### src/rtl/alu_pkg.sv
// Shared decode definitions for the execute-stage ALU: alu_op/funct encodings,
// operation set, FSM state codes and the WIDTH-independent control decode.
package alu_pkg;

   localparam logic [1:0] ALUOP_ADD   = 2'd0;
   localparam logic [1:0] ALUOP_SUB   = 2'd1;
   localparam logic [1:0] ALUOP_FUNCT = 2'd2;
   localparam logic [1:0] ALUOP_ILL   = 2'd3;

   localparam logic [5:0] F_MFHI  = 6'd16;
   localparam logic [5:0] F_MFLO  = 6'd18;
   localparam logic [5:0] F_MULTU = 6'd25;
   localparam logic [5:0] F_DIVU  = 6'd27;
   localparam logic [5:0] F_ADD   = 6'd32;
   localparam logic [5:0] F_ADDU  = 6'd33;
   localparam logic [5:0] F_SUB   = 6'd34;
   localparam logic [5:0] F_SUBU  = 6'd35;
   localparam logic [5:0] F_AND   = 6'd36;
   localparam logic [5:0] F_OR    = 6'd37;
   localparam logic [5:0] F_XOR   = 6'd38;
   localparam logic [5:0] F_NOR   = 6'd39;
   localparam logic [5:0] F_SLT   = 6'd42;
   localparam logic [5:0] F_SLTU  = 6'd43;

   localparam logic [1:0] ST_IDLE = 2'd0;
   localparam logic [1:0] ST_MUL  = 2'd1;
   localparam logic [1:0] ST_DIV  = 2'd2;
   localparam logic [1:0] ST_DONE = 2'd3;

   typedef enum logic [3:0] {
      OP_ADD, OP_SUB, OP_AND, OP_OR, OP_XOR, OP_NOR, OP_SLT, OP_SLTU,
      OP_MFHI, OP_MFLO, OP_MULTU, OP_DIVU, OP_ILL
   } op_e;

   typedef struct packed {
      op_e  op;
      logic illegal;
   } dec_t;

   function automatic dec_t alu_decode(input logic [1:0] alu_op, input logic [5:0] funct);
      dec_t d;
      d.op      = OP_ILL;
      d.illegal = 1'b1;
      case (alu_op)
         ALUOP_ADD: begin d.op = OP_ADD; d.illegal = 1'b0; end
         ALUOP_SUB: begin d.op = OP_SUB; d.illegal = 1'b0; end
         ALUOP_FUNCT: begin
            d.illegal = 1'b0;
            case (funct)
               F_ADD, F_ADDU: d.op = OP_ADD;
               F_SUB, F_SUBU: d.op = OP_SUB;
               F_AND:         d.op = OP_AND;
               F_OR:          d.op = OP_OR;
               F_XOR:         d.op = OP_XOR;
               F_NOR:         d.op = OP_NOR;
               F_SLT:         d.op = OP_SLT;
               F_SLTU:        d.op = OP_SLTU;
               F_MFHI:        d.op = OP_MFHI;
               F_MFLO:        d.op = OP_MFLO;
               F_MULTU:       d.op = OP_MULTU;
               F_DIVU:        d.op = OP_DIVU;
               default: begin d.op = OP_ILL; d.illegal = 1'b1; end
            endcase
         end
         default: ;
      endcase
      return d;
   endfunction

endpackage

### src/rtl/alu_exec_unit_seq_muldiv.sv
// Iterative unsigned multiplier (shift-add) / divider (restoring), one bit per
// cycle. The first step is folded into the start cycle so done rises WIDTH cycles later.
module seq_muldiv #(
   parameter int WIDTH = 32
) (
   input  logic             clk,
   input  logic             rst,
   input  logic             start,
   input  logic             is_div,
   input  logic [WIDTH-1:0] a,
   input  logic [WIDTH-1:0] b,
   output logic             done,
   output logic [WIDTH-1:0] hi_q,
   output logic [WIDTH-1:0] lo_q
);
   localparam int CW = $clog2(WIDTH + 1);
   localparam logic [CW-1:0] CNT_LAST = CW'(WIDTH - 1);

   logic [WIDTH-1:0] hi_d, lo_d, m_q, m_d;
   logic [WIDTH-1:0] acc_in, q_in, m_in, hi_step, lo_step;
   logic [WIDTH:0]   sum, shifted, diff;
   logic             div_q, div_d, div_in, busy_q, busy_d;
   logic [CW-1:0]    cnt_q, cnt_d;

   always_comb begin
      acc_in  = start ? '0 : hi_q;
      q_in    = start ? a  : lo_q;
      m_in    = start ? b  : m_q;
      div_in  = start ? is_div : div_q;
      sum     = {1'b0, acc_in} + (q_in[0] ? {1'b0, m_in} : '0);
      shifted = {acc_in, q_in[WIDTH-1]};
      diff    = shifted - {1'b0, m_in};
      // remainder stays below the divisor, so diff[WIDTH] is a clean borrow flag
      if (div_in) begin
         hi_step = diff[WIDTH] ? shifted[WIDTH-1:0] : diff[WIDTH-1:0];
         lo_step = {q_in[WIDTH-2:0], ~diff[WIDTH]};
      end else begin
         hi_step = sum[WIDTH:1];
         lo_step = {sum[0], q_in[WIDTH-1:1]};
      end

      hi_d   = hi_q;
      lo_d   = lo_q;
      m_d    = m_q;
      div_d  = div_q;
      busy_d = busy_q;
      cnt_d  = cnt_q;
      if (start) begin
         hi_d   = hi_step;
         lo_d   = lo_step;
         m_d    = b;
         div_d  = is_div;
         busy_d = 1'b1;
         cnt_d  = CNT_LAST;
      end else if (busy_q) begin
         if (cnt_q != '0) begin
            hi_d  = hi_step;
            lo_d  = lo_step;
            cnt_d = cnt_q - CW'(1);
         end else begin
            busy_d = 1'b0;
         end
      end
   end

   assign done = busy_q && (cnt_q == '0) && !start;

   always_ff @(posedge clk) begin
      if (rst) begin
         hi_q   <= '0;
         lo_q   <= '0;
         m_q    <= '0;
         div_q  <= 1'b0;
         busy_q <= 1'b0;
         cnt_q  <= '0;
      end else begin
         hi_q   <= hi_d;
         lo_q   <= lo_d;
         m_q    <= m_d;
         div_q  <= div_d;
         busy_q <= busy_d;
         cnt_q  <= cnt_d;
      end
   end

endmodule

### src/rtl/alu_exec_unit.sv
// Execute-stage unit: decode, single-cycle datapath, HI/LO and a valid/ready FSM
// that stalls issue while the iterative multiplier/divider runs.
//  state   | meaning
//  IDLE    | in_ready high, waiting for an operation
//  MUL/DIV | iterative multu/divu in progress
//  DONE    | out_valid high, result held until out_ready
module alu_exec_unit
   import alu_pkg::*;
#(
   parameter int WIDTH = 32
) (
   input  logic             clk,
   input  logic             rst,
   input  logic             in_valid,
   output logic             in_ready,
   input  logic [1:0]       alu_op,
   input  logic [5:0]       funct,
   input  logic [WIDTH-1:0] a,
   input  logic [WIDTH-1:0] b,
   output logic             out_valid,
   input  logic             out_ready,
   output logic [WIDTH-1:0] result,
   output logic             zero,
   output logic             illegal,
   output logic [WIDTH-1:0] hi,
   output logic [WIDTH-1:0] lo
);
   logic [1:0]       state_q, state_d;
   logic [WIDTH-1:0] result_q, result_d, hi_q, hi_d, lo_q, lo_d, alu_res;
   logic [WIDTH-1:0] md_hi, md_lo;
   logic             zero_q, zero_d, illegal_q, illegal_d;
   logic             accept, b_zero, md_start, md_done;
   dec_t             dec;

   assign dec      = alu_decode(alu_op, funct);
   assign in_ready = (state_q == ST_IDLE);
   assign accept   = in_valid && in_ready;
   assign b_zero   = (b == '0);
   assign md_start = accept && ((dec.op == OP_MULTU) || (dec.op == OP_DIVU && !b_zero));

   seq_muldiv #(.WIDTH(WIDTH)) u_muldiv (
      .clk    (clk),
      .rst    (rst),
      .start  (md_start),
      .is_div (dec.op == OP_DIVU),
      .a      (a),
      .b      (b),
      .done   (md_done),
      .hi_q   (md_hi),
      .lo_q   (md_lo)
   );

   always_comb begin
      case (dec.op)
         OP_ADD:  alu_res = a + b;
         OP_SUB:  alu_res = a - b;
         OP_AND:  alu_res = a & b;
         OP_OR:   alu_res = a | b;
         OP_XOR:  alu_res = a ^ b;
         OP_NOR:  alu_res = ~(a | b);
         OP_SLT:  alu_res = {{(WIDTH-1){1'b0}}, ($signed(a) < $signed(b))};
         OP_SLTU: alu_res = {{(WIDTH-1){1'b0}}, (a < b)};
         OP_MFHI: alu_res = hi_q;
         OP_MFLO: alu_res = lo_q;
         OP_DIVU: alu_res = '1;
         default: alu_res = '0;
      endcase
   end

   always_comb begin
      state_d   = state_q;
      result_d  = result_q;
      zero_d    = zero_q;
      illegal_d = illegal_q;
      hi_d      = hi_q;
      lo_d      = lo_q;
      case (state_q)
         ST_IDLE: begin
            if (accept) begin
               if (dec.op == OP_MULTU) begin
                  state_d = ST_MUL;
               end else if (dec.op == OP_DIVU && !b_zero) begin
                  state_d = ST_DIV;
               end else begin
                  state_d   = ST_DONE;
                  result_d  = alu_res;
                  zero_d    = (alu_res == '0);
                  illegal_d = dec.illegal;
                  // divide by zero completes immediately with a defined HI/LO
                  if (dec.op == OP_DIVU) begin
                     hi_d = a;
                     lo_d = '1;
                  end
               end
            end
         end
         ST_MUL, ST_DIV: begin
            if (md_done) begin
               state_d   = ST_DONE;
               result_d  = md_lo;
               zero_d    = (md_lo == '0);
               illegal_d = 1'b0;
               hi_d      = md_hi;
               lo_d      = md_lo;
            end
         end
         default: begin
            if (out_ready) state_d = ST_IDLE;
         end
      endcase
   end

   always_ff @(posedge clk) begin
      if (rst) begin
         state_q   <= ST_IDLE;
         result_q  <= '0;
         zero_q    <= 1'b1;
         illegal_q <= 1'b0;
         hi_q      <= '0;
         lo_q      <= '0;
      end else begin
         state_q   <= state_d;
         result_q  <= result_d;
         zero_q    <= zero_d;
         illegal_q <= illegal_d;
         hi_q      <= hi_d;
         lo_q      <= lo_d;
      end
   end

   assign out_valid = (state_q == ST_DONE);
   assign result    = result_q;
   assign zero      = zero_q;
   assign illegal   = illegal_q;
   assign hi        = hi_q;
   assign lo        = lo_q;

endmodule

### config.mk
export PLATFORM = sky130hd
export DESIGN_NAME = alu_exec_unit
export DESIGN_NICKNAME = d
export VERILOG_FILES = /design/src/rtl/alu_pkg.sv /design/src/rtl/alu_exec_unit_seq_muldiv.sv /design/src/rtl/alu_exec_unit.sv
export SDC_FILE = /design/constraint.sdc
export NUM_CORES = 1
export LEC_CHECK = 0
export ABC_AREA = 1
export CAP_MARGIN = 20
export CELL_PAD_IN_SITES_DETAIL_PLACEMENT = 1
export CELL_PAD_IN_SITES_GLOBAL_PLACEMENT = 1
export CORE_MARGIN = 2
export CORE_UTILIZATION = 42
export CTS_CLUSTER_SIZE = 30
export DETAILED_ROUTE_END_ITERATION = 7
export PLACE_DENSITY = 0.91
export SETUP_SLACK_MARGIN = 0.5
export SLEW_MARGIN = 20
export SYNTH_ARGS = -nofsm -noshare
export SYNTH_HDL_FRONTEND = slang
export SYNTH_SLANG_ARGS = --single-unit
### constraint.sdc
create_clock -name clk -period 6.4 [get_ports clk]
set_input_delay 0.96 -clock clk [delete_from_list [all_inputs] [get_ports clk]]
set_output_delay 0.96 -clock clk [all_outputs]
set_load 0.01 [all_outputs]
== After elaboration in Yosys (flattened, before gate mapping) ==
Index checks and enable logic that the tools add are counted.

* Add/subtract/negate cells: 5
* Equality and inequality tests: 35
* Bitwise gates (word level): 5
* Multiplexer cells: 56
* Reductions and logical operators: 30
* Order comparisons: 2

{| class="wikitable"
|+ Operators by type and width
! kind !! number
|-
| $mux W32 || 26
|-
| $pmux W32 S11 || 1
|-
| $pmux W32 S2 || 3
|-
| $logic_not A32 Y1 || 3
|-
| $lt A32 B32 Y1 || 2
|-
| $eq A6 B6 Y1 const B || 10
|-
| $pmux W4 S12 || 1
|-
| $add A32 B33 Y33 || 1
|-
| $sub A33 B32 Y33 || 1
|-
| $add A32 B32 Y32 || 1
|-
| $and A32 B32 Y32 || 1
|-
| $not A32 Y32 || 1
|-
| $or A32 B32 Y32 || 1
|-
| $sub A32 B32 Y32 || 1
|-
| $xor A32 B32 Y32 || 1
|-
| $eq A6 B5 Y1 const B || 4
|-
| $eq A4 B3 Y1 const B || 4
|-
| $eq A4 B4 Y1 const B || 4
|-
| $mux W5 || 3
|-
| $pmux W5 S3 || 1
|-
| $mux W1 || 14
|-
| $reduce_or A14 Y1 || 1
|-
| $eq A4 B2 Y1 const B || 2
|-
| $mux W2 || 4
|-
| 23 further kinds || 42
|}

* Output and inout bits: 100
* Register bits: 204
* Word-level logic and storage cells: 146
* Input bits: 76

== Logic depth before layout (Yosys ltp) ==
* Word-level depth: 15
* Gate-level depth with buffers: 36
* Depth with buffers taken out: 34

== Modules after synthesis ==
A second synthesis with hierarchy kept.

* Cells, all modules: 3959
* Area total of the unflattened synthesis: 22210.1 um2

{| class="wikitable"
|+ Modules (own cells, without submodules)
! module !! sequential area each (um2) !! area an instance (um2) !! times used !! cells an instance
|-
| alu_exec_unit || 2001.9 || 12017.8 || 1 || 2159
|-
| seq_muldiv || 2082.0 || 10192.3 || 1 || 1800
|}

== Worst setup path after synthesis ==
No wires, ideal clock.

* Path type: input port to flip-flop
* Start: input port funct[3]
* End: register u_muldiv.hi_q[2]
* Data required time: 6.291 ns
* Arrival time: 4.809 ns
* Library setup time: 0.109 ns
* Path buffers: 6
* Stages: 31
* Slack: 1.483 ns
* Cell sequence: inv_1 -> nor2_1 -> nand3_1 -> nand4_1 -> nand4_2 -> inv_2 -> o2111ai_4 -> buf_6 -> buf_6 -> buf_4 -> inv_2 -> clkbuf_1 -> clkbuf_1 -> nand2_1 -> o21ai_0 -> ha_1 -> a21oi_1 -> o21ai_0 -> nand2_1 -> nand2_1 -> nand3_1 -> o311ai_0 -> a21oi_1 -> nand3_1 -> nand2_4 -> buf_6 -> nand2_1 -> nand3_1 -> nand3_1 -> nand2_1 -> inv_1

* Word-level cells in the longest chain between the ends: 15
* Elaborated cells on any way between the ends: 38
* Those cells by class: 2 x add/sub; 16 x eq/ne; 12 x mux; 8 x reduce/logical

{| class="wikitable"
|+ Ends and longest elaborated chain
! item !! RTL line !! source
|-
| start: declaration || alu_exec_unit.sv:17 || <nowiki>input logic [5:0] funct,</nowiki>
|-
| $eq A6 B6 Y1 || alu_pkg.sv:49 || <nowiki>case (funct)</nowiki>
|-
| $reduce_or A2 Y1 || alu_pkg.sv:49 ||
|-
| $pmux W4 S12 (*) || alu_pkg.sv:49 ||
|-
| $pmux W5 S3 (*) || alu_pkg.sv:44 || <nowiki>case (alu_op)</nowiki>
|-
| $eq A4 B4 Y1 || alu_exec_unit.sv:39, alu_exec_unit.sv:45 ||
|-
| $logic_and A1 B1 Y1 || alu_exec_unit.sv:39 || <nowiki>assign md_start = accept && ((dec.op == OP_MULTU) || (dec.op == OP_DIVU && !b_zero));</nowiki>
|-
| $logic_or A1 B1 Y1 || alu_exec_unit.sv:39 ||
|-
| $logic_and A1 B1 Y1 || alu_exec_unit.sv:39 ||
|-
| $mux W32 (on tied branches) || -- ||
|-
| $mux W32 / $sub A33 B32 Y33 (equally long branches) || alu_exec_unit_seq_muldiv.sv:30, alu_exec_unit_seq_muldiv.sv:32 ||
|-
| $add A32 B33 Y33 / $mux W32 (equally long branches) || alu_exec_unit_seq_muldiv.sv:30, alu_exec_unit_seq_muldiv.sv:35 ||
|-
| $mux W32 || alu_exec_unit_seq_muldiv.sv:34 || <nowiki>if (div_in) begin</nowiki>
|-
| $mux W32 || alu_exec_unit_seq_muldiv.sv:56 || <nowiki>if (cnt_q != '0) begin</nowiki>
|-
| $mux W32 || alu_exec_unit_seq_muldiv.sv:55 || <nowiki>end else if (busy_q) begin</nowiki>
|-
| $mux W32 || alu_exec_unit_seq_muldiv.sv:48 || <nowiki>if (start) begin</nowiki>
|-
| end signal: assignment || alu_exec_unit_seq_muldiv.sv:77 || <nowiki>hi_q <= hi_d;</nowiki>
|-
| end: declaration || alu_exec_unit_seq_muldiv.sv:13 || <nowiki>output logic [WIDTH-1:0] hi_q,</nowiki>
|}

Every way passes the cells marked *; elsewhere a longest branch is shown, timed or not. The select of a mux whose other input is x is not followed.
A chain may end at the register's enable or synchronous reset.

== Worst setup path after layout ==
* Start: input port funct[3]
* End: register u_muldiv.hi_q[28]

The elaborated chain is that of the path after synthesis.

==> run_results.csv <==
group,metric,value,unit
setup_path,critPathMaxFanout,15,
sta,period_share,0.8493,
route,wl,95890,um
hold_path,hold_class,"flip-flop to flip-flop",
cells_and_area,utilization,0.4928,
cells_and_area,area_growth,16.50,%
setup_path,r2r_start,"state_q[1]",
clock_network,clkTransAtPathRegs,0.06,ns
yosys,syn_inst,3397,
yosys,synth.area.top_cells,"dfxtp_1, nand2_1, ha_1, a21oi_1, o21ai_0",
grt,grt_pass1_wl,146000,um
outcome,status,"finished clean",
cells_and_area,nets,3739,
hold_path,hold_depth,2,
power_and_ir_drop,intPower,3.603,mW
setup_path,rr_endpoint,"u_muldiv.hi_q[31]",
power_and_ir_drop,combPwrFrac,0.446,
power_and_ir_drop,power_leakage,11.10,nW
power_and_ir_drop,power_frac_seq,0.295,
placement,port_buffers,175,
clock_network,h-tree-depth,1,
yosys,yosys_warnings,0,
sta,fin_worst_skew,0.02647,ns
setup_path,worst_setup_path_start_kind,"primary input",
grt,grt_pass1_vias,24930,
hold_path,min_from,"result[1]",
clock_network,post_cts_buffers,0,
sta,fmax,0.1840,GHz
yosys,synth_cell_types,60,
sta,rsz0062_at_grt,"false",
power_and_ir_drop,peakVddDrop,0.0002356,V
yosys,synth-edff-count,0,
die,die-area,49660,um^2
placement,place_congestion,1.004,
sta,max_slew_margin,0.2425,
route,vias_per_cell,6.042,
grt,gr-usage-all-layers,0.3764,
clock_network,cts_buffers,25,
yosys,syn_area_per_cell,5.921,um^2
flow_run,maxCapViolations,0,
clock_network,clockRootBuffer,"clkbuf_16",
setup_path,endpoint_kind,"flip-flop",
grt,grt_overflow,0,
route,drt-pass1-iter-count,6,
die,initial_core_util,0.4230,
sta,finalSetupTns,0,ns
die,core_area,47550,um^2
sta,period_needed,5.436,ns
yosys,synth_top_area_frac,0.2030,
die,die_y,222.8,um
sta,hold_viol,0,
cells_and_area,drive_above_1_share,0.05872,
yosys,synthArstFlopShare,0,
yosys,synth_top_area_cell,"dfxtp_1",
power_and_ir_drop,swShare,0.4295,
cells_and_area,insertedDiodeCount,0,
yosys,ys_seq_area_frac,0.2030,
die,die_x,222.8,um
clock_network,worstSkewPairLatency,0.57,ns
setup_path,required,6.82,ns
power_and_ir_drop,powerDensity,269.5,nW/um^2
sta,slew_violations,0,
route,wire_per_inst,23.16,um
clock_network,clockBufferDepth,3,
route,drc,0,
yosys,ys_seq_elements,204,
setup_path,critPathKind,"primary input to flip-flop",
sta,worst_slew_pin_slew,1.108,ns
clock_network,tritoncts,"built",
sta,setup_viol,0,
setup_path,crit_arrival,5.85,ns
route,dr.first_iter.drc_count,2384,
sta,hold_slack,0.4700,ns
yosys,netlist_area,20110,um^2
clock_network,clock_sinks,204,
power_and_ir_drop,pwr-share-clk,0.260,
yosys,syn-num-nets,3629,
route,ant_nets,0,
grt,grt_max_degree,112,
die,ios,176,
hold_path,hold_end,"result[1]",
yosys,yosys_most_used_dff,"dfxtp_1",
setup_path,r2r_setup_slack,1.90,ns
setup_path,reg2regPathDepth,23,
clock_network,hold_buffers,0,
grt,antenna_found_initial,1,
die,core.rowCount,80,
power_and_ir_drop,p_sw,2.712,mW
route,vias,25010,
placement,dp_hpwl,74920,um
==> what timing repair did <==
| item | 4_1_cts | 5_1_grt |
|---|---|---|
| endpoints found under the hold margin | 0 | 0 |
| setup endpoints to repair | 0 | 30 |
| resized for setup | 0 | 3 |
==> worst max-delay path, cell delays in order <==
cell	delay (ns)
clkdlybuf4s50_1	0.52
inv_1	0.06
nor2_1	0.21
nand3_1	0.19
nand3_1	0.17
nand2_1	0.17
nor2_2	0.23
nand2_1	0.13
nand2_2	0.18
nand3_1	0.16
nand2_4	0.21
inv_1	0.36
nor2_1	0.34
ha_1	0.36
a21oi_1	0.21
o21ai_0	0.16
a21oi_1	0.39
o22ai_1	0.13
a211oi_1	0.27
a21oi_1	0.12
nor2_1	0.13
nor2_1	0.05
nand2_1	0.07
a21oi_1	0.05
==> per-stage QoR <==
step / cells / instance area (um^2) / total power, mW / setup slack [ns]
6_report: 4140 / 23430 / 6.315 / 0.9642
5_1_grt: 4140 / 23430 / 6.587 / 0.5822
4_1_cts: 4140 / 23420 / 6.235 / 0.9290
3_5_place_dp: 4095 / 22500 / 4.572 / 0.3914
3_3_place_gp: 4095 / 22500 / 4.496 / 0.5910
2_1_floorplan: 3397 / 20110 / 3.203 / 1.483
==> flip-flops by register name (all words and copies together) (netlist names), 2 cells and up <==
| signal | count |
|---|---|
| result | 32 |
| u_muldiv.lo_q | 32 |
| lo | 32 |
| hi | 32 |
| u_muldiv.cnt_q | 6 |
| u_muldiv.m_q | 32 |
| u_muldiv.hi_q | 32 |
| state_q | 2 |
==> final cells by class <==
cell class / instances / area, um^2
tap: 615 / 769.5
clock buffer: 32 / 691.9
timing repair buffer: 236 / 2232
multi-input combinational: 2582 / 13700
sequential: 204 / 4084
fill: 6582 / 24110
inverter: 458 / 1727
clock inverter: 13 / 230.2
==> cell usage in the layout (no fill, tap or decap), types with 19 or more instances in the layout <==
master / netlist / routed
o21ai_0: 328 / 328
o21bai_1: 19 / 19
nand2_2: 23 / 24
inv_1: 426 / 424
clkdlybuf4s50_1: 0 / 174
nand4_1: 26 / 26
nand3_1: 209 / 209
nor3_1: 43 / 43
nor2_1: 316 / 315
buf_4: 2 / 60
dfxtp_1: 204 / 204
nor4_1: 20 / 20
clkbuf_16: 0 / 25
a211oi_1: 19 / 19
ha_1: 154 / 154
a21oi_1: 333 / 332
inv_2: 23 / 22
o211ai_1: 56 / 56
xor2_1: 31 / 31
nand2_1: 824 / 823
==> layer usage <==
| layer | vias up | track usage | part of all wire |
|---|---|---|---|
| li1 | 11490 | - | - |
| met1 | 12150 | 0.5037 | 0.42 |
| met2 | 1160 | 0.6059 | 0.44 |
| met3 | 205 | 0.06149 | 0.096 |
| met4 | 2 | 0.1435 | 0.040 |
| met5 | - | 0 | 0.00010 |
==> power groups by stage <==
| stage | Combinational, mW | Clock [mW] | Sequential, mW |
|---|---|---|---|
| 6_report | 2.81 | 1.64 | 1.86 |
| 5_1_grt | 3.03 | 1.69 | 1.87 |
| 4_1_cts | 2.75 | 1.64 | 1.84 |
| 3_5_place_dp | 2.71 | 0 | 1.86 |
| 3_3_place_gp | 2.64 | 0 | 1.85 |
| 2_1_floorplan | 1.34 | 0 | 1.86 |
==> synthesized netlist by cell type (9+ instances only) <==
master and number:
nand4_1 26, dfxtp_1 204, xor2_1 31, o211ai_1 56, nand2_1 824, o21bai_1 19
inv_1 426, nand2_2 23, nor2_1 316, clkbuf_1 122, or2_2 18, nor3_1 43
a21oi_1 333, a31oi_1 18, ha_1 154, clkinv_1 9, buf_1 11, a221oi_1 13
nand3_1 209, nor4_1 20, a211oi_1 19, o2111ai_1 13, inv_2 23, o221ai_1 15
buf_2 12, o21ai_0 328
==> worst max-delay path by stage <==
stage	from	to	slack, ns	cells after the start
finish	funct[3]	u_muldiv.hi_q[28]	0.96	24
global placement	b[15]	u_muldiv.hi_q[2]	0.59	28
floorplan	funct[3]	u_muldiv.hi_q[2]	1.48	31
detailed placement	funct[3]	u_muldiv.hi_q[31]	0.39	26
CTS	funct[3]	u_muldiv.hi_q[31]	0.93	26
global route	funct[3]	u_muldiv.hi_q[26]	0.58	26
==> kinds of logic after synthesis <==
family / share of synthesized area
AND/OR/NAND/NOR: 0.3193
AO/OA/AOI/OAI: 0.2475
buffers and inverters: 0.1176
flip-flops: 0.2030
adder cells (fa/ha/maj): 0.09779
XOR/XNOR: 0.01481
Power figures use the tool's default switching activity.
